<file path="src/rtl/spike_train_gen_pkg.sv">
// Shared constants and types for the spike-train generator and its neuron neighbours.
package spike_train_gen_pkg;

    // Number of spike lines feeding one neuron's spikes_in.
    localparam int NUM_SPIKES_DEF = 8;

    // Width of one spike time; the all-ones code means "no spike".
    localparam int TBITS_DEF = 4;

    // Neuron-side weight width and firing threshold, kept here so every block agrees.
    localparam int WBITS     = 8;
    localparam int THRESHOLD = 64;

    // Window sequencing states.
    typedef enum logic [1:0] {
        ST_IDLE = 2'd0,
        ST_RUN  = 2'd1,
        ST_GAP  = 2'd2
    } state_e;

endpackage

</file>
<file path="src/rtl/spike_train_gen.sv">
// Converts a vector of spike times into one gamma window of single-cycle
// spike pulses, followed by an optional idle gap before the next vector.
module spike_train_gen
    import spike_train_gen_pkg::*;
#(
    parameter int NUM_SPIKES = NUM_SPIKES_DEF,
    parameter int TBITS      = TBITS_DEF,
    parameter int GAP_CYCLES = 2
) (
    input  logic                        clk,
    input  logic                        rst_l,
    input  logic                        times_valid,
    input  logic [NUM_SPIKES*TBITS-1:0] times_in,
    output logic                        times_ready,
    input  logic                        abort,
    output logic [NUM_SPIKES-1:0]       spikes_out,
    output logic                        gamma_start,
    output logic                        gamma_done,
    output logic                        busy
);

    // All-ones time never fires; the window ends on the code just below it.
    localparam logic [TBITS-1:0] T_NONE = '1;
    localparam logic [TBITS-1:0] T_LAST = {{(TBITS-1){1'b1}}, 1'b0};

    localparam bit              HAS_GAP  = (GAP_CYCLES > 0);
    localparam int              GW       = (GAP_CYCLES > 1) ? $clog2(GAP_CYCLES) : 1;
    localparam logic [GW-1:0]   GAP_LAST = GW'((GAP_CYCLES > 0) ? (GAP_CYCLES - 1) : 0);

    state_e                            state_q, state_d;
    logic [TBITS-1:0]                  t_q, t_d;
    logic [GW-1:0]                     gap_q, gap_d;
    logic [NUM_SPIKES-1:0][TBITS-1:0]  times_q, times_d;
    logic [NUM_SPIKES-1:0]             spikes_q, spikes_d;

    // Ready only in IDLE, and a simultaneous abort vetoes the transfer.
    assign times_ready = (state_q == ST_IDLE) && !abort;

    // Next-state logic: abort dominates; times are latched only on a transfer.
    always_comb begin
        state_d = state_q;
        t_d     = t_q;
        gap_d   = gap_q;
        times_d = times_q;
        if (abort) begin
            state_d = ST_IDLE;
            t_d     = '0;
            gap_d   = '0;
            times_d = '0;
        end else begin
            unique case (state_q)
                ST_IDLE: begin
                    if (times_valid) begin
                        times_d = times_in;
                        t_d     = '0;
                        state_d = ST_RUN;
                    end
                end
                ST_RUN: begin
                    if (t_q == T_LAST) begin
                        t_d = '0;
                        if (HAS_GAP) begin
                            state_d = ST_GAP;
                            gap_d   = '0;
                        end else begin
                            state_d = ST_IDLE;
                        end
                    end else begin
                        t_d = t_q + TBITS'(1);
                    end
                end
                ST_GAP: begin
                    if (gap_q == GAP_LAST) begin
                        state_d = ST_IDLE;
                        gap_d   = '0;
                    end else begin
                        gap_d = gap_q + GW'(1);
                    end
                end
                default: begin
                    state_d = ST_IDLE;
                    t_d     = '0;
                    gap_d   = '0;
                end
            endcase
        end
    end

    // Per-line comparators on next-state values so the registered pulse lines up with t.
    for (genvar gi = 0; gi < NUM_SPIKES; gi++) begin : g_line
        assign spikes_d[gi] = (state_d == ST_RUN) && (t_d == times_d[gi]) && (times_d[gi] != T_NONE);
    end

    // State, counters, stored times and spike pulses.
    always_ff @(posedge clk or negedge rst_l) begin
        if (!rst_l) begin
            state_q  <= ST_IDLE;
            t_q      <= '0;
            gap_q    <= '0;
            times_q  <= '0;
            spikes_q <= '0;
        end else begin
            state_q  <= state_d;
            t_q      <= t_d;
            gap_q    <= gap_d;
            times_q  <= times_d;
            spikes_q <= spikes_d;
        end
    end

    assign spikes_out  = spikes_q;
    assign busy        = (state_q != ST_IDLE);
    assign gamma_start = (state_q == ST_RUN) && (t_q == '0);

    // Done marks the final cycle of the window; an abort in that cycle cancels it.
    always_comb begin
        gamma_done = 1'b0;
        if (HAS_GAP) begin
            gamma_done = (state_q == ST_GAP) && (gap_q == GAP_LAST) && !abort;
        end else begin
            gamma_done = (state_q == ST_RUN) && (t_q == T_LAST) && !abort;
        end
    end

endmodule

</file>
<file path="config.mk">
export PLATFORM = sky130hd
export DESIGN_NAME = spike_train_gen
export DESIGN_NICKNAME = d
export VERILOG_FILES = /design/src/rtl/spike_train_gen_pkg.sv /design/src/rtl/spike_train_gen.sv
export SDC_FILE = /design/constraint.sdc
export NUM_CORES = 1
export LEC_CHECK = 0
export ABC_AREA = 1
export CORE_ASPECT_RATIO = 1.1
export CORE_MARGIN = 5
export CORE_UTILIZATION = 58
export CTS_CLUSTER_SIZE = 30
export DETAILED_ROUTE_END_ITERATION = 7
export PLACE_DENSITY = 0.87
export SLEW_MARGIN = 20
export SYNTH_ARGS = -nofsm -noshare
export SYNTH_HDL_FRONTEND = slang
export SYNTH_SLANG_ARGS = --single-unit
</file>
<file path="constraint.sdc">
create_clock -name clk -period 3.8 [get_ports clk]
set_input_delay 0.76 -clock clk [delete_from_list [all_inputs] [get_ports clk]]
set_output_delay 0.76 -clock clk [all_outputs]
set_load 0.01 [all_outputs]
</file>
======== Word level (Yosys, flattened, before mapping) ========
Index checks and enable logic that the tools add are counted.
operators by class
  add/subtract/negate cells ............... 2
  eq/ne operators ......................... 22
  muxes and demuxes ....................... 16
  reductions and logical operators ........ 25
operators by type and width
  operator               number
  $mux W32               3
  $eq A4 B4 Y1           8
  $ne A4 B4 Y1 const B   8
  $logic_and A1 B1 Y1    20
  $mux W4                3
  $pmux W4 S3            1
  $mux W2                4
  $pmux W2 S3            1
  $add A4 B1 Y4 const B  1
  $eq A2 B1 Y1 const B   2
  $eq A4 B4 Y1 const B   1
  $logic_not A4 Y1       1
  $mux W1                3
  $ne A3 B3 Y1 const B   1
  $pmux W1 S3            1
  $eq A2 B2 Y1 const B   1
  $logic_not A2 Y1       1
  $ne A2 B2 Y1 const B   1
  $reduce_and A2 Y1      1
  $reduce_bool A2 Y1     1
  $add A1 B1 Y1 const B  1
  $logic_not A1 Y1       1
storage, ports and cells
  flip-flop bits (word level) ............. 47
  output and inout bits ................... 12
  word-level logic and storage cells ...... 77

======== Depth between registers and ports, before layout ========
  depth after elaboration ................. 7
  depth in mapped cells ................... 12
  depth with buffers taken out ............ 12

======== Worst setup path after synthesis ========
No wires, ideal clock.
  path kind ............................... input -> output
  from .................................... input abort
  to ...................................... output gamma_done
  arrival ................................. 1374 ps
  required time ........................... 3040 ps
  path slack .............................. 1666 ps
  stages .................................. 2
  path buffers ............................ 1
  path through ............................ buf_2 -> nor4_1
between the ends
  cells in the longest elaborated chain, start to end .. 2
ends and longest elaborated chain
  what                 RTL line                RTL
  start: declaration   spike_train_gen.sv:15   input logic abort,
  $logic_not A1 Y1     n/a
  $logic_and A1 B1 Y1  spike_train_gen.sv:119  gamma_done = (state_q == ST_GAP) && (gap_q == GAP_LAST) && !abort;
  end: declaration     spike_train_gen.sv:18   output logic gamma_done,
Every way passes these cells.

======== Worst setup path after layout ========
Ends and elaborated chain as after synthesis.

==> out/results.ini <==
[status]
outcome=finished, final reports clean

[floorplan]
initial_core_util_pct=58.5
io_pins=48
die_height_um=84.0
die_w_um=77.3
row_count=27
coreArea_sq_mm=0.00493
dieArea_sq_mm=0.00649

[cts]
htreeDepth=2
cts_sinks=47
numCtsBuffers=5
cts.path.max_buffers=2
cts_hold_buffers=0
cts_tree=built
clkLatencyLatePin_ps=310
cts_repair_resize_count=0
clkTransAtPathRegs_ps=100
post_cts_buffers=0
clk_root_buffer_cell=clkbuf_8

[final_layout]
ff_latch_area_sq_mm=0.00118
nFillCells=392
flow.area_growth_from_synthesis_pct=19.3
final_layout_size_suffix_gt1_share_pct=9.76
nNetsFinal=489
postLayoutCoreUtil_pct=69.8
fin_area_sq_mm=0.00344
final_cells=509
multiInputGateArea_sq_mm=0.00137
diodes=0

[placement]
gp_congestion=0.828
placed_cells=501
dpl_cell_area_sq_mm=0.00334
detailed_place_hpwl_um=4760
dpl_worst_slack_ps=767
port_buffers=47

[grt]
grt_max_degree=48
grt.overflow.total=0
antenna_found_initial=0
grt_pass1_vias=2528
grt_pass1_wl_um=11300
groute.usage.overall_pct=21.2

[job]
maxCapViolations=0

[sta]
setup_ws_ps=752
setup_viol=0
slew_violations=0
worst_pin_slew_ps=594
skew_ps=11.7
period_needed_ps=3050
fin_crit_sh_pct=80.2
relSlewSlack_pct=60.4
holdWs_ps=448
timing.setup.tns_ps=0
rsz0062_at_grt=false
hold_viol=0
max_freq_ghz=0.328

[setup_path]
path_max_fanout=10
r2r_slack_ps=1710
crit_top_cell=clkdlybuf4s50_1
cp-start-kind=primary input
crit_path_end_kind=output port
arrival_ps=2290
cp.required_ps=3040
critPathMaxStageDelay_ps=600
ff2ff_path_depth=9
criticalPathCategory=primary input to output port
cp_cell_sequence=clkdlybuf4s50_1 > buf_4 > nor4_1 > clkdlybuf4s50_1
worst_path_max_delay_cell=clkdlybuf4s50_1

[power]
p_int_mw=0.798
p_per_area_mw_per_mm2=335
vdd_drop_max_uv=245
p_sw_share_pct=30.8
seqPwrFrac_pct=47.6
power.switching_mw=0.356
power.leakage_nw=1.84
clkPwrFrac_pct=28.4
power_mw=1.15
combPwrFrac_pct=24.1

[synthesis]
synth_seq_area_share_pct=40.8
ys_top_cells_by_count=nand2_1, nor2_1, inv_1
yosysUniqueCellTypes=31
yosysWarnings=0
netlist.area_leader.share_pct=40.8
synth_edf_count=0
ys_seq_elements=47
synthCells=407
synth.largest_area_cell=dfrtp_1
synth_area_leaders=dfrtp_1, nand2_1, nor2_1
async_reset_ff_share_pct=100
syn-cell-area_sq_mm=0.00289
synthFlopType=dfrtp_1
yosysMostFrequentCell=nand2_1
avgSynthCellArea_sq_um=7.09
synth_nets=446

[min_path]
hold_path.class=primary input to async pin

[detailed_routing]
viasPerCell=5.19
wl_met3_um=328
wl_per_cell_um=12.6
route.met2.wl_um=3310
highest_layer=met4
drtIter0Drc=156
drt_first_pass_iters=5
m1WireLength_um=2640
wirelength_um=6440
drc=0
vias=2640
detail-route-antenna-nets=0

[power groups by stage]
| stage | clock network, mW | logic, mW | registers (mW) |
|---|---|---|---|
| 4_1_cts | 0.327 | 0.279 | 0.549 |
| 5_1_grt | 0.354 | 0.314 | 0.554 |
| 3_5_place_dp | 0 | 0.278 | 0.559 |
| 2_1_floorplan | 0 | 0.181 | 0.560 |
| 3_3_place_gp | 0 | 0.269 | 0.558 |
| 6_report | 0.327 | 0.278 | 0.549 |
[area by class of cell]
cell class	count	area share (%)
clock buffers	6	2.40
inverters	62	6.91
flip-flops and latches	47	34.2
clock inverters	2	0.473
multi-input cells	285	39.9
well taps	58	2.11
repair buffers	49	14.0
[sequential cells by signal, summed over array words and instances, names as in the netlist]
name and count:
gap_q 1, spikes_out 8, state_q 2, t_q 4, times_q 32
[kinds of logic after synthesis]
group	after synthesis	share of synthesized area, %
buffers and inverters	75	11.7
flip-flops	47	40.8
AO/OA/AOI/OAI	22	4.60
adder cells (fa/ha/maj)	3	1.30
AND/OR/NAND/NOR	260	41.7
[placed cells by master, fill, tap and decap left out, types with 2 or more instances in the layout]
cell             count
clkdlybuf4s50_1     46
inv_1               53
or2_0                3
buf_4                3
or2_1                8
nand3_2              4
nand2_4              8
nor2_1              61
clkbuf_8             6
ha_1                 3
nand2_2              4
nand3_1             36
nand2_1            119
clkinv_4             2
nor2_4               3
a21oi_1              4
nor2_2               2
dfrtp_1             47
nand4_1              9
inv_2                8
o21ai_0              6
o21ai_1              7
[worst paths after layout]
kind                            start             to
setup / recovery                abort     gamma_done
hold / removal                  rst_l  spikes_out[7]
setup reg to reg           state_q[1]  spikes_out[0]
hold reg to reg                 gap_q          gap_q
max in group asynchronous       rst_l    times_q[17]
min in group clk                gap_q          gap_q
[per-layer routing]
layer  GRT usage (%)  up-vias
met5               0        -
met4            8.28        0
met3            4.54       15
met2            36.1       86
met1            26.1     1212
li1                -     1327
[worst max-delay path, delay by kind of cell]
kind,cells,cell delay [ps]
buffers and inverters,3,1180
AND/OR/NAND/NOR,1,350
No activity file was read; power rests on OpenSTA's default activity.
==> patch 1: new RTL, config.mk and constraints unchanged <==
`TBITS_DEF`: 4 -> 3.
--- a/src/rtl/spike_train_gen_pkg.sv
+++ b/src/rtl/spike_train_gen_pkg.sv
@@ -5,7 +5,7 @@
     localparam int NUM_SPIKES_DEF = 8;
 
     // Width of one spike time; the all-ones code means "no spike".
-    localparam int TBITS_DEF = 4;
+    localparam int TBITS_DEF = 3;
 
     // Neuron-side weight width and firing threshold, kept here so every block agrees.
     localparam int WBITS     = 8;
Ports: changed (resized times_in); port bits go from 48 to 40. The function was not compared with the original's and may differ.
==> patch 1 against the unedited design <==
  * Worst setup slack better by 0.10 ns
  * Hold slack improved by 0.044 ns
  * Total power shrank 14%
  * Clock skew fell by 0.0085 ns
  * Non-clock buffer count is 6 lower
  * Highest routed layer unchanged
  * Synthesized area down 21%
  * Final area shrank 20%
  * Cell count is 17% lower
  * Sequential share of layout area up 0.21 points
  * Sequential cell count decreased by 9
  * Critical endpoint unchanged
  * Wire length fell by 21%
  * Utilization up 4.7 points
==> patch 1: results (changes against the unedited design) <==
<table>
<tr><th>Metric</th><th>Value</th></tr>
<tr><th colspan="2">Clock tree</th></tr>
<tr><td>Clock slew at the register clock pins of the worst setup and hold paths</td><td>0.07 ns (-0.03 ns)</td></tr>
<tr><th colspan="2">Placed design</th></tr>
<tr><td>Input/output buffers</td><td>39 (-17%)</td></tr>
<tr><td>Cell Area, Placed</td><td>2680 um2 (-20%)</td></tr>
<tr><td>Setup Slack @ Placement</td><td>0.847 ns (+0.0804 ns)</td></tr>
<tr><td>Placed wire-length estimate</td><td>3.61 mm (-24%)</td></tr>
<tr><th colspan="2">Global routing</th></tr>
<tr><td>Vias in the first global route</td><td>2025 (-20%)</td></tr>
<tr><td>Global-route wire length before repair</td><td>8.71 mm (-23%)</td></tr>
<tr><td>Pin count of the biggest net entering global routing</td><td>39 (-19%)</td></tr>
<tr><td>Global-route usage over all layers</td><td>21.0% (-0.20 points)</td></tr>
<tr><th colspan="2">Worst setup path</th></tr>
<tr><td>Cell depth of the worst flop-to-flop path</td><td>10 (+1)</td></tr>
<tr><td>Reg2reg start</td><td>state_q[0]</td></tr>
<tr><td>Reg2Reg Setup Slack</td><td>1.81 ns (+0.10 ns)</td></tr>
<tr><td>Capture instance of the worst register-to-register path</td><td>spikes_out[7]</td></tr>
<tr><th colspan="2">Synthesis</th></tr>
<tr><td>Top post-synthesis cells by area</td><td>sky130_fd_sc_hd__dfrtp_1 42%, sky130_fd_sc_hd__nand2_1 17%, sky130_fd_sc_hd__nor2_1 7.8%, sky130_fd_sc_hd__inv_1 6.8%, sky130_fd_sc_hd__o21ai_0 5.5%</td></tr>
<tr><td>Post-Synthesis Net Count</td><td>364 (-18%)</td></tr>
<tr><td>Part of the Yosys area used for sequential elements</td><td>41.8% (+1.0 points)</td></tr>
<tr><th colspan="2">Worst hold path</th></tr>
<tr><td>Path class of the lowest-slack min-delay path</td><td>register to register</td></tr>
<tr><th colspan="2">Detailed routing</th></tr>
<tr><td>Routed via count</td><td>2136 (-19%)</td></tr>
<tr><td>1st-iter DRT viols</td><td>147 (-5.8%)</td></tr>
<tr><td>Total Wirelength</td><td>5.10 mm (-21%)</td></tr>
<tr><th colspan="2">Run status</th></tr>
<tr><td>Result of the run</td><td>completed</td></tr>
<tr><th colspan="2">STA</th></tr>
<tr><td>Slew Limit Headroom</td><td>45.5% (-15 points)</td></tr>
<tr><td>Max Clock Skew</td><td>0.00314 ns (-0.00851 ns)</td></tr>
<tr><td>Worst Hold Slack</td><td>0.492 ns (+0.0435 ns)</td></tr>
<tr><th colspan="2">Finish</th></tr>
<tr><td>Number of standard cells in the layout, taps in and fillers out</td><td>422 (-17%)</td></tr>
<tr><td>Share of post-route cells with drive strength above 1</td><td>9.14% (-0.62 points)</td></tr>
<tr><td>FILL cells</td><td>303 (-23%)</td></tr>
<tr><th colspan="2">Power</th></tr>
<tr><td>Largest voltage drop on the vdd net</td><td>292 uV (+19%)</td></tr>
</table>
==> patch 1: changes by cell type after synthesis, sizes merged, moves of 7 or more <==
cell,before,now
nand2,131,109
inv,61,44
nand3,40,24
o21ai,14,30
or2,12,1
dfrtp,47,38
nor2,66,57
nand4,9,1
a21oi,5,12
==> patch 1: worst max path at each step <==
stage	startpoint	endpoint	slack (ns)	depth (start not counted)
after floorplan	abort	gamma_done	1.63	2
after global placement	abort	gamma_done	0.86	4
after detailed placement	abort	gamma_done	0.85	4
after CTS	abort	gamma_done	0.85	4
after global routing	abort	gamma_done	0.81	4
final	abort	gamma_done	0.85	4
==> patch 1: final cells by class <==
class,instances,area (um2),area share [%]
Multi-Input combinational cell,238,1080,39.0
Sequential cell,38,951,34.4
Timing Repair Buffer,43,415,15.0
Inverter,47,176,6.38
Clock buffer,6,82.6,2.99
Tap cell,50,62.6,2.26
==> patch 1: worst min-delay path, delay by kind of cell (launching register included) <==
family,cells,cell delay [ns]
AND/OR/NAND/NOR,2,0.11
flip-flops,1,0.35
==> patch 1: logic make-up after synthesis <==
group           synth area share (%)
simple gates                    36.6
xor+xnor                       0.385
buf+inv                         10.9
compound gates                  10.4
flops                           41.8
==> patch 1: report_power, final <==
group	total [W]	internal, W	switching, W
clock network	0.000273	0.000140	0.000133
registers	0.000449	0.000437	0.0000121
logic	0.000265	0.000107	0.000158
==> patch 1: per-layer routing <==
metal	up-vias	wire length (um)	global-route usage [%]
met5	-	0	0
met4	0	253	15.5
met3	23	349	4.49
met2	79	2360	34.6
met1	935	2140	24.9
li1	1099	-	-
==> patch 2: new RTL, same flow settings <==
Without the edit above. Take the reset off `t_q` and load it in a clocked block of its own.
--- a/src/rtl/spike_train_gen.sv
+++ b/src/rtl/spike_train_gen.sv
@@ -95,17 +95,19 @@
     always_ff @(posedge clk or negedge rst_l) begin
         if (!rst_l) begin
             state_q  <= ST_IDLE;
-            t_q      <= '0;
             gap_q    <= '0;
             times_q  <= '0;
             spikes_q <= '0;
         end else begin
             state_q  <= state_d;
-            t_q      <= t_d;
             gap_q    <= gap_d;
             times_q  <= times_d;
             spikes_q <= spikes_d;
         end
+    end
+
+    always_ff @(posedge clk) begin
+        t_q <= t_d;
     end
 
     assign spikes_out  = spikes_q;
Function: same outputs for any inputs over 10 cycles, from zero or initial values and one cycle with rst_l low; that may be too few to reach the edited logic, so the function may still have changed.
==> patch 2 against the unedited design <==
  * Register-to-register slack got worse by 0.02 ns
  * Cell count fell by 0.20%
  * Hold slack got worse by 0.073 ns
  * Synthesized area fell by 0.69%
  * Total power rose by 5.0%
  * Sequential cell count unchanged
  * Wire length increased by 1.8%
  * Worst setup slack worse by 0.084 ns
  * Final area grew 0.36%
  * Combinational power up 1%
  * Critical endpoint unchanged
  * Highest routed layer unchanged
==> patch 2: results (changes against the unedited design) <==
<table>
<tr><th>Metric</th><th>Value</th></tr>
<tr><th colspan="2">Run status</th></tr>
<tr><td>Result of the run</td><td>completed</td></tr>
<tr><th colspan="2">STA</th></tr>
<tr><td>Slew Limit Headroom</td><td>70.4% (+10 points)</td></tr>
<tr><td>Max Clock Skew</td><td>0.0131 ns (+0.00141 ns)</td></tr>
<tr><th colspan="2">Synthesis</th></tr>
<tr><td>Top post-synthesis cells by count</td><td>119 x sky130_fd_sc_hd__nand2_1, 61 x sky130_fd_sc_hd__nor2_1, 53 x sky130_fd_sc_hd__inv_1</td></tr>
<tr><td>Top post-synthesis cells by area</td><td>sky130_fd_sc_hd__dfrtp_1 38%, sky130_fd_sc_hd__nand2_1 16%, sky130_fd_sc_hd__nor2_1 8.0%, sky130_fd_sc_hd__inv_1 6.9%, sky130_fd_sc_hd__nand3_1 6.3%</td></tr>
<tr><td>Asr flop ratio synth</td><td>91.5% (-8.5 points)</td></tr>
<tr><td>Average instance area after synthesis</td><td>7.04 um2 (-0.69%)</td></tr>
<tr><td>Number of distinct standard cells referenced by the synthesized netlist</td><td>32 (+3.2%)</td></tr>
<tr><th colspan="2">Worst setup path</th></tr>
<tr><td>Reg2Reg Setup Slack</td><td>1.69 ns (-0.02 ns)</td></tr>
<tr><td>Crit path to</td><td>gamma_done</td></tr>
<tr><td>Cell with the largest stage delay on the worst path</td><td>sky130_fd_sc_hd__clkdlybuf4s50_1</td></tr>
<tr><td>Largest fanout on the critical path</td><td>10 (unchanged)</td></tr>
<tr><td>WP data arrival</td><td>2.37 ns (+0.08 ns)</td></tr>
<tr><th colspan="2">Placed design</th></tr>
<tr><td>Routability cong.</td><td>0.844 (+1.9%)</td></tr>
<tr><td>Cell Area, Placed</td><td>3320 um2 (-0.67%)</td></tr>
<tr><td>Count of placed standard cells including taps</td><td>499 (-0.40%)</td></tr>
<tr><th colspan="2">Finish</th></tr>
<tr><td>Share of post-route cells with drive strength above 1</td><td>9.96% (+0.20 points)</td></tr>
<tr><td>Number of nets in the finished design</td><td>490 (+0.20%)</td></tr>
<tr><th colspan="2">Detailed routing</th></tr>
<tr><td>Mean routed wirelength per cell</td><td>12.9 um (+2.0%)</td></tr>
<tr><td>Post-detailed-route via-to-cell ratio</td><td>5.15 (-0.68%)</td></tr>
<tr><td>1st-iter DRT viols</td><td>116 (-26%)</td></tr>
<tr><td>Total Wirelength</td><td>6.56 mm (+1.8%)</td></tr>
<tr><th colspan="2">Global routing</th></tr>
<tr><td>Global-route wire length before repair</td><td>11.2 mm (-0.55%)</td></tr>
<tr><td>Pin count of the biggest net entering global routing</td><td>44 (-8.3%)</td></tr>
<tr><td>Vias in the first global route</td><td>2568 (+1.6%)</td></tr>
<tr><td>Global-route usage over all layers</td><td>21.2% (-0.089 points)</td></tr>
<tr><th colspan="2">Power</th></tr>
<tr><td>Share of total power consumed by net switching</td><td>29.8% (-1.0 points)</td></tr>
<tr><td>Largest voltage drop on the vdd net</td><td>262 uV (+6.7%)</td></tr>
<tr><td>Static power due to leakage</td><td>1.84 nW (-0.15%)</td></tr>
</table>
patch 2: metrics by stage:
step / worst slack [ns] / hold slack (ns)
4_1_cts: 0.678 / 0.484
5_1_grt: 0.617 / 0.399
2_1_floorplan: 1.67 / 0.442
3_5_place_dp: 0.675 / 0.465
6_report: 0.669 / 0.375
3_3_place_gp: 0.759 / 0.455
patch 2: power by group through the flow:
stage / combinational (W) / clock [W] / sequential [W]
final: 0.000282 / 0.000380 / 0.000548
after global routing: 0.000318 / 0.000404 / 0.000553
after CTS: 0.000281 / 0.000387 / 0.000548
after detailed placement: 0.000278 / 0 / 0.000559
after global placement: 0.000270 / 0 / 0.000557
after floorplan: 0.000181 / 0 / 0.000560
patch 2: final cells by class:
type,instances,area (um2)
clock inverters,3,47.5
well taps,56,70.1
repair buffers,50,500
fillers,377,1260
flip-flops and latches,47,1160
inverters,62,238
clock buffers,5,68.8
multi-input cells,285,1370
patch 2: how the worst min path moves through the flow:
stage	startpoint	to	slack, ns
6_report	rst_l	times_q[31]	0.37
2_1_floorplan	gap_q	gap_q	0.44
3_5_place_dp	gap_q	gap_q	0.46
3_3_place_gp	gap_q	gap_q	0.45
4_1_cts	gap_q	gap_q	0.48
5_1_grt	rst_l	times_q[23]	0.40
patch 2: kinds of logic after synthesis:
kind of cell | Yosys count | share of synthesized area (%)
adders and majority gates | 3 | 1.31
buffers and inverters | 75 | 11.7
and+or+nand+nor | 260 | 42.0
AOI/OAI and AO/OA | 22 | 4.63
DFF | 47 | 40.3
patch 2: metal layers:
layer	wire length, um	GRT usage, %
met5	0	0
met4	227	9.06
met3	337	4.75
met2	3340	36.6
met1	2650	24.9
patch 2: critical path, delay by kind of cell:
| kind | cells | cell delay [ns] |
|---|---|---|
| buffers and inverters | 2 | 1.22 |
| and+or+nand+nor | 1 | 0.39 |
